### src/rtl/iiitb_gray_cntr.sv
// iiitb_gray_cntr: free-running binary counter with a registered reflected-binary Gray copy.
module iiitb_gray_cntr #(
  parameter int WIDTH = 4
) (
  input  logic             clk,
  input  logic             rst,
  output logic [WIDTH-1:0] bcd_value,
  output logic [WIDTH-1:0] gray_count
);
  logic [WIDTH-1:0] r_bin;
  logic [WIDTH-1:0] r_gray;
  logic [WIDTH-1:0] w_next;
  assign w_next = r_bin + {{(WIDTH-1){1'b0}}, 1'b1};
  // Gray is derived from the next binary value so both registers always agree.
  always_ff @(posedge clk or negedge rst) begin
    if (!rst) begin
      r_bin  <= '0;
      r_gray <= '0;
    end else begin
      r_bin  <= w_next;
      r_gray <= w_next ^ (w_next >> 1);
    end
  end
  assign bcd_value  = r_bin;
  assign gray_count = r_gray;
endmodule

### config.mk
export PLATFORM = sky130hd
export DESIGN_NAME = iiitb_gray_cntr
export DESIGN_NICKNAME = d
export VERILOG_FILES = /design/src/rtl/iiitb_gray_cntr.sv
export SDC_FILE = /design/constraint.sdc
export NUM_CORES = 1
export LEC_CHECK = 0
export BUFFER_PORTS_ARGS = -buffer_cell sky130_fd_sc_hd__buf_2
export CAP_MARGIN = 20
export CORE_AREA = 2 2 39 41
export CTS_CLUSTER_DIAMETER = 120
export DETAILED_ROUTE_END_ITERATION = 8
export DIE_AREA = 0 0 41 43
export SLEW_MARGIN = 0
export SYNTH_ARGS = -nofsm -noshare
export SYNTH_HDL_FRONTEND = slang
export SYNTH_SLANG_ARGS = --single-unit
### constraint.sdc
create_clock -name clk -period 1.6 [get_ports clk]
set_input_delay 0.08 -clock clk [delete_from_list [all_inputs] [get_ports clk]]
set_output_delay 0.08 -clock clk [all_outputs]
set_load 0.02 [all_outputs]
Word level (Yosys, flattened, before mapping)
Index checks and enable logic that the tools add are counted.
{"block": "totals", "word_cells": 4, "in_bits": 2, "regBits": 8, "out_inout_bits": 8}
{"block": "op_classes", "addsub": 1, "bitwise": 1}
{"op": "4-bit by 1-bit adder with 4-bit output (second input constant)", "n": 1}
{"op": "4-bit by 3-bit XOR with 4-bit output", "n": 1}

Logic depth before layout (Yosys ltp)
Gate-level depths: netlist of run 1.
{"block": "logic_depth", "ltp_word": 2, "ltp_mapped": 3, "depth_no_buf": 3}

Worst setup path after synthesis of run 1
OpenSTA, ideal clock, no wires.
{"block": "synth_timing", "path_kind": "register -> register", "startpoint": "reg r_bin[0], in the netlist bcd_value[0]", "endpoint": "reg r_gray[1], in the netlist gray_count[1]", "required_time_ns": 1.469, "n_path_buf": 0, "arrival_ns": 1.070, "path_slack_ns": 0.400, "period_less_slack_ns": 1.200, "setup_time_ns": 0.131, "stages_incl_launch_ff": 4, "path_cell_list": "dfrtp_1 ha_1 xor2_1 xor2_1"}
{"block": "synth_via", "elab_chain_len": 2}
{"element": "from (decl)", "line": "10", "text": "logic [WIDTH-1:0] r_bin;"}
{"element": "from (signal assigned)", "line": "20", "text": "r_bin <= w_next;"}
{"element": "4-bit by 1-bit adder with 4-bit output", "line": "13", "text": "assign w_next = r_bin + {{(WIDTH-1){1'b0}}, 1'b1};"}
{"element": "named net w_next[2]", "line": "12", "text": "logic [WIDTH-1:0] w_next;"}
{"element": "4-bit by 3-bit XOR with 4-bit output", "line": "21", "text": "r_gray <= w_next ^ (w_next >> 1);"}
{"element": "to (signal assigned)", "line": "21"}
{"element": "to (decl)", "line": "11", "text": "logic [WIDTH-1:0] r_gray;"}
The timed path passes the listed nets, and every way through them passes these cells.

Worst setup path in the final report of run 1
Ends and elaborated chain as after synthesis.

==> metrics.yaml, run 1 <==
run:
  maxCapViolCount: 0
global_route:
  grt_start_max_net_pins: 8
  track_usage_pct: 7.20
  grt_pass1_wl_um: 717
  grt_pass1_vias: 159
  grt.overflow.total: 0
  antenna_found_initial: 0
clock_network:
  tritoncts: "done"
  htreeDepth: 1
  post_cts_buffers: 0
  insertion_delay_ns: 0.25
  cts.sinks: 7
  clock-root-buffer: "clkbuf_4"
  numCtsBuffers: 3
  clockBufferDepth: 2
  clkTransAtPathRegs_ns: 0.05
timing:
  fmax_mhz: 863
  worstMarginPinSlew_ns: 0.223
  setup_viol: 0
  rsz0062_at_grt: "false"
  final.setup.tns_ns: 0
  hold_violations: 0
  clock_skew_ns: 0.000521
  slew_violations: 0
  slew_headroom_pct: 85.1
  fin_crit_sh_pct: 72.4
  period_needed_ns: 1.16
synthesis:
  ys_types: 8
  synth_warnings: 0
  synth_top_area_share_pct: 65.4
  syn_nets: 21
  yosys.area.top_type: "dfrtp_1"
  netlist_instances: 18
  netlist_area_um2: 268
  ys_ff_latch: 7
  yosysSeqAreaShare_pct: 65.4
  syn_area_per_cell_um2: 14.9
  synth.area.top_cells: "dfrtp_1, xnor2_1, xor2_1"
floorplanning:
  dieArea_um2: 1760
  start_util_pct: 19.3
  ios: 10
  chipWidth_um: 41
  die_h_um: 43
  core_area_um2: 1380
  fp-row-count: 14
worst_setup_path:
  criticalPathCategory: "flop to flop"
  rrSetupSlack_ns: 0.44
  cp-end-kind: "flop"
  crit_path_max_fanout: 6
  start_kind: "flop"
  crit_required_ns: 1.78
  arrival_ns: 1.33
cells_and_area:
  postLayoutCellArea_um2: 362
  final_common_cell: "buf_2"
  multiInputGateArea_um2: 81.3
  seq_area_um2: 175
  antenna_cells: 0
  final_cell_mix: "buf_2, dfrtp_1, xnor2_1, clkbuf_4, xor2_1"
  layout-drive-gt1-share_pct: 41.9
  synthToLayoutAreaGrowth_pct: 35.0
  stdcell_count: 47
  layout.nets: 35
  nFillCells: 151
routing:
  ant_nets: 0
  wl_per_cell_um: 9.72
  drt_wl_total_um: 457
  dr.pass1.iters: 2
  drt_iter0_drc: 3
  drcViolationCount: 0
  drt-vias-per-instance: 3.68
  via_count: 173
place:
  place.gp.congestion: 0.646
  placed_area_um2: 325
  dp_cells: 42
  io_buffers: 9
power:
  powerDensity_nw_per_um2: 951
  p_leak_nw: 0.190
  peakVddDrop_mv: 0.343
status:
  outcome: "completed"
worst_hold_path:
  min_path_type: "input pin to asynchronous set/reset pin"
## sequential cells by signal, summed over array words and instances (netlist names)
name and count:
bcd_value 4, gray_count 3
## where the power goes
group | total [W] | internal [W] | switching, W | leakage [nW]
sequential | 0.000177 | 0.000177 | 0 | 0.0892
clock | 0.000161 | 0.0000952 | 0.0000655 | 0.0150
combinational | 0.00000594 | 0.00000248 | 0.00000346 | 0.0863
total | 0.000344 | 0.000275 | 0.0000690 | 0.190
## stage by stage
step | total power (W) | util (%) | hold WS, ns | setup slack [ns]
final | 0.000344 | 26.1 | 0.185 | 0.442
after global routing | 0.000371 | 26.1 | 0.216 | 0.342
after CTS | 0.000357 | 26.1 | 0.179 | 0.421
after detailed placement | 0.000185 | 23.5 | -0.0746 | 0.446
after global placement | 0.000185 | 23.5 | -0.0798 | 0.474
after floorplan | 0.000180 | - | -0.216 | 0.400
## worst max-delay path, cell delays in order, from the launching register on
cell and delay [ns]:
dfrtp_1 0.45, ha_1 0.27, xor2_1 0.21, xor2_1 0.16
## cell families (layout without fill, tap and decap cells)
logic type / after synthesis / after routing / share of synthesized area, %
fa+ha+maj: 1 / 1 / 4.67
xor+xnor: 6 / 6 / 19.6
compound gates: 1 / 1 / 4.21
simple gates: 1 / 1 / 1.87
flops: 7 / 7 / 65.4
buf+inv: 2 / 15 / 4.21
## synthesized netlist by cell type
| master | instances |
|---|---|
| nand3_1 | 1 |
| dfrtp_1 | 7 |
| xnor2_1 | 4 |
| xor2_1 | 2 |
| a21boi_2 | 1 |
| ha_1 | 1 |
| inv_1 | 1 |
| buf_4 | 1 |
## repair_timing
item                                   4_1_cts  5_1_grt
endpoints found under the hold margin        7        0
hold buffers                                 1        0
gates resized for setup                      0        0
## metal layers
layer / wire (µm) / share of wire (%) / GRT usage [%]
met5: 0 / 0 / 0
met4: 0 / 0 / 6.00
met3: 65 / 14 / 7.85
met2: 180 / 39 / 6.88
met1: 211 / 46 / 8.31
## area by class of cell
cell class	count	share of cell area (%)
sequential	7	48.4
multi-input combinational	9	22.5
timing repair buffer	10	15.2
clock buffer	4	7.27
tap	16	5.54
inverter	1	1.04
## final timing paths
check / start / end / cells after the start
worst max-delay path: bcd_value[0]$_DFF_PN0_ / gray_count[1]$_DFF_PN0_ / 3
worst min-delay path: rst / gray_count[1]$_DFF_PN0_ / 2
worst max register to register: bcd_value[0]$_DFF_PN0_ / gray_count[1]$_DFF_PN0_ / 3
worst min register to register: bcd_value[3]$_DFF_PN0_ / bcd_value[3]$_DFF_PN0_ / 1
max in group asynchronous: rst / gray_count[0]$_DFF_PN0_ / 2
min in group clk: bcd_value[3]$_DFF_PN0_ / bcd_value[3]$_DFF_PN0_ / 1
Note: power is estimated with default switching activity, not from simulation.
==> run 2, diff against run 1 <==
--- a/config.mk
+++ b/config.mk
@@ -5,6 +5,7 @@
 export SDC_FILE = /design/constraint.sdc
 export NUM_CORES = 1
 export LEC_CHECK = 0
+export ABC_AREA = 1
 export BUFFER_PORTS_ARGS = -buffer_cell sky130_fd_sc_hd__buf_2
 export CAP_MARGIN = 20
 export CORE_AREA = 2 2 39 41
==> constraint.sdc (replaced) <==
create_clock -name clk -period 1.1 [get_ports clk]
set_input_delay 0.055 -clock clk [delete_from_list [all_inputs] [get_ports clk]]
set_output_delay 0.055 -clock clk [all_outputs]
set_load 0.02 [all_outputs]
==> run 2 against run 1 <==
Against the previous run: clock power is 41% higher; sequential share of layout area decreased by 6.3 points; non-clock buffer count up 2; worst hold slack worse by 0.024 ns; global-route usage grew 0.29 points; area after synthesis is 11% higher; clock skew grew 0.0049 ns; largest cell class unchanged; via count is 42% higher; cell area increased by 17%.
==> metrics.yaml, run 2 <==
place:
  place_ws_ns: 0.0433
  io_buffers: 9
  dp_cells: 55
  place.gp.congestion: 0.723
  dp.final_hpwl_um: 432
routing:
  drcViolationCount: 0
  drt-vias-per-instance: 4.02
  via_count: 245
  ant_nets: 0
  drt_wl_total_um: 510
  met3WireLength_um: 29
  met1_length_um: 200
  dr.pass1.iters: 2
  highest_layer: "met3"
  wl_per_cell_um: 8.36
  drt_iter0_drc: 1
  route.met2.wl_um: 279
worst_setup_path:
  criticalPathCategory: "flop to output pin"
  arrival_ns: 0.98
  critical-path-top-delay-family: "flip-flops"
  cp-end-kind: "output pin"
  start_kind: "flop"
  crit_required_ns: 1.04
  crit_path_max_fanout: 6
  worst-path-stages: 2
  critPathSlowestCell: "dfrtp_2"
  cp.buffers_inverters: 2
  slowest_delay_ns: 0.42
  reg2regPathDepth: 4
  worstPathCellList: "buf_4, buf_2"
global_route:
  grt_pass1_wl_um: 800
  antenna_found_initial: 0
  grt_start_max_net_pins: 8
  grt_pass1_vias: 217
  grt.overflow.total: 0
  track_usage_pct: 7.49
clock_network:
  htreeDepth: 1
  clock-root-buffer: "clkbuf_4"
  cts.sinks: 7
  clkTransAtPathRegs_ns: 0.05
  insertion_delay_ns: 0.25
  clockBufferDepth: 2
  tritoncts: "done"
  numCtsBuffers: 3
cells_and_area:
  largest_reg_flops: 4
  stdcell_count: 61
  fin_util_pct: 30.5
  final_cell_mix: "buf_2, nand2_1, dfrtp_1"
  final_common_cell: "buf_2"
  synthToLayoutAreaGrowth_pct: 41.6
  layout.nets: 49
  antenna_cells: 0
  layout-drive-gt1-share_pct: 44.4
floorplanning:
  dieArea_um2: 1760
  core_area_um2: 1380
  start_util_pct: 21.5
  die_h_um: 43
  ios: 10
  chipWidth_um: 41
  fp-row-count: 14
synthesis:
  synth_warnings: 0
  synthArstFlopShare_pct: 100
  yosys_most_used_dff: "dfrtp_1"
  ys_ff_latch: 7
  netlist_area_um2: 298
  yosys.cell_count.top_type: "nand2_1"
  yosys-top-cells-count: "nand2_1, dfrtp_1, inv_1"
  syn_nets: 33
  synth.area.top_cells: "dfrtp_1, nand2_1, nand3_1"
  synth_edf_count: 0
  synth_top_area_share_pct: 58.8
  syn_area_per_cell_um2: 9.93
  yosysSeqAreaShare_pct: 58.8
  yosys.area.top_type: "dfrtp_1"
  ys_types: 10
  netlist_instances: 30
power:
  powerDensity_nw_per_um2: 1170
  peakVddDrop_mv: 0.451
  p_leak_nw: 0.224
timing:
  clock_skew_ns: 0.00544
  worstMarginPinSlew_ns: 0.194
  period_needed_ns: 1.04
  setup_ws_ns: 0.0616
  rsz0062_at_grt: "false"
  hold_violations: 0
  slew_violations: 0
  fmax_mhz: 963
  setup_viol: 0
  fin_crit_sh_pct: 94.4
  final.setup.tns_ns: 0
  slew_headroom_pct: 87.1
run:
  maxCapViolCount: 0
status:
  outcome: "completed"
worst_hold_path:
  min_path_type: "input pin to asynchronous set/reset pin"
-- run 2: changes by cell type after synthesis, sizes merged --
cell,previous run,this run
a21boi,1,0
inv,1,4
nand2,0,10
nand3,1,3
nand4,0,2
xnor2,4,1
xor2,2,1
-- run 2: layer usage --
metal / track usage [%] / up-vias
li1: - / 123
met1: 7.26 / 117
met2: 10.6 / 5
met3: 4.71 / 0
met4: 6.00 / 0
met5: 0 / -
-- run 2: timing repair --
action | in CTS | in global routing
setup buffers | 0 | 1
endpoints found under the hold margin | 7 | 0
hold buffers | 1 | 0
endpoints found under the setup margin | 0 | 1
resized for setup | 0 | 1
-- run 2: area by class of cell --
| type | count | area, µm² |
|---|---|---|
| Inverter | 4 | 15.0 |
| Clock buffer | 4 | 26.3 |
| Timing Repair Buffer | 12 | 70.1 |
| Tap cell | 16 | 20.0 |
| Multi-Input combinational cell | 18 | 113 |
| Sequential cell | 7 | 178 |
| Fill cell | 157 | 962 |
-- run 2: where the power goes --
part           internal [W]  switching (W)
clock              0.000138      0.0000892
combinational    0.00000361     0.00000480
sequential         0.000258              0
total              0.000400      0.0000940
-- run 2: worst paths after layout --
| kind | startpoint | to | slack [ns] |
|---|---|---|---|
| max | bcd_value[0]$_DFF_PN0_ | bcd_value[0] | 0.06 |
| min | rst | gray_count[2]$_DFF_PN0_ | 0.16 |
| max reg2reg | bcd_value[1]$_DFF_PN0_ | gray_count[1]$_DFF_PN0_ | 0.08 |
| min reg2reg | bcd_value[0]$_DFF_PN0_ | bcd_value[1]$_DFF_PN0_ | 0.57 |
| max in group asynchronous | rst | bcd_value[1]$_DFF_PN0_ | 0.77 |
| min in group clk | bcd_value[0]$_DFF_PN0_ | bcd_value[1]$_DFF_PN0_ | 0.57 |
-- run 2: cell families after synthesis --
kind of cell / synth area share [%]
buffers and inverters: 7.56
flip-flops: 58.8
XOR/XNOR: 5.88
AND/OR/NAND/NOR: 23.5
adder cells (fa/ha/maj): 4.20
-- run 2: metrics by stage --
stage                     power, W  hold WS (ns)  area [µm²]
after global placement    0.000269        -0.105         378
after CTS                 0.000506         0.158         414
after floorplan           0.000262        -0.241         313
after global routing      0.000521         0.185         422
after detailed placement  0.000269        -0.105         378
final                     0.000494         0.161         422
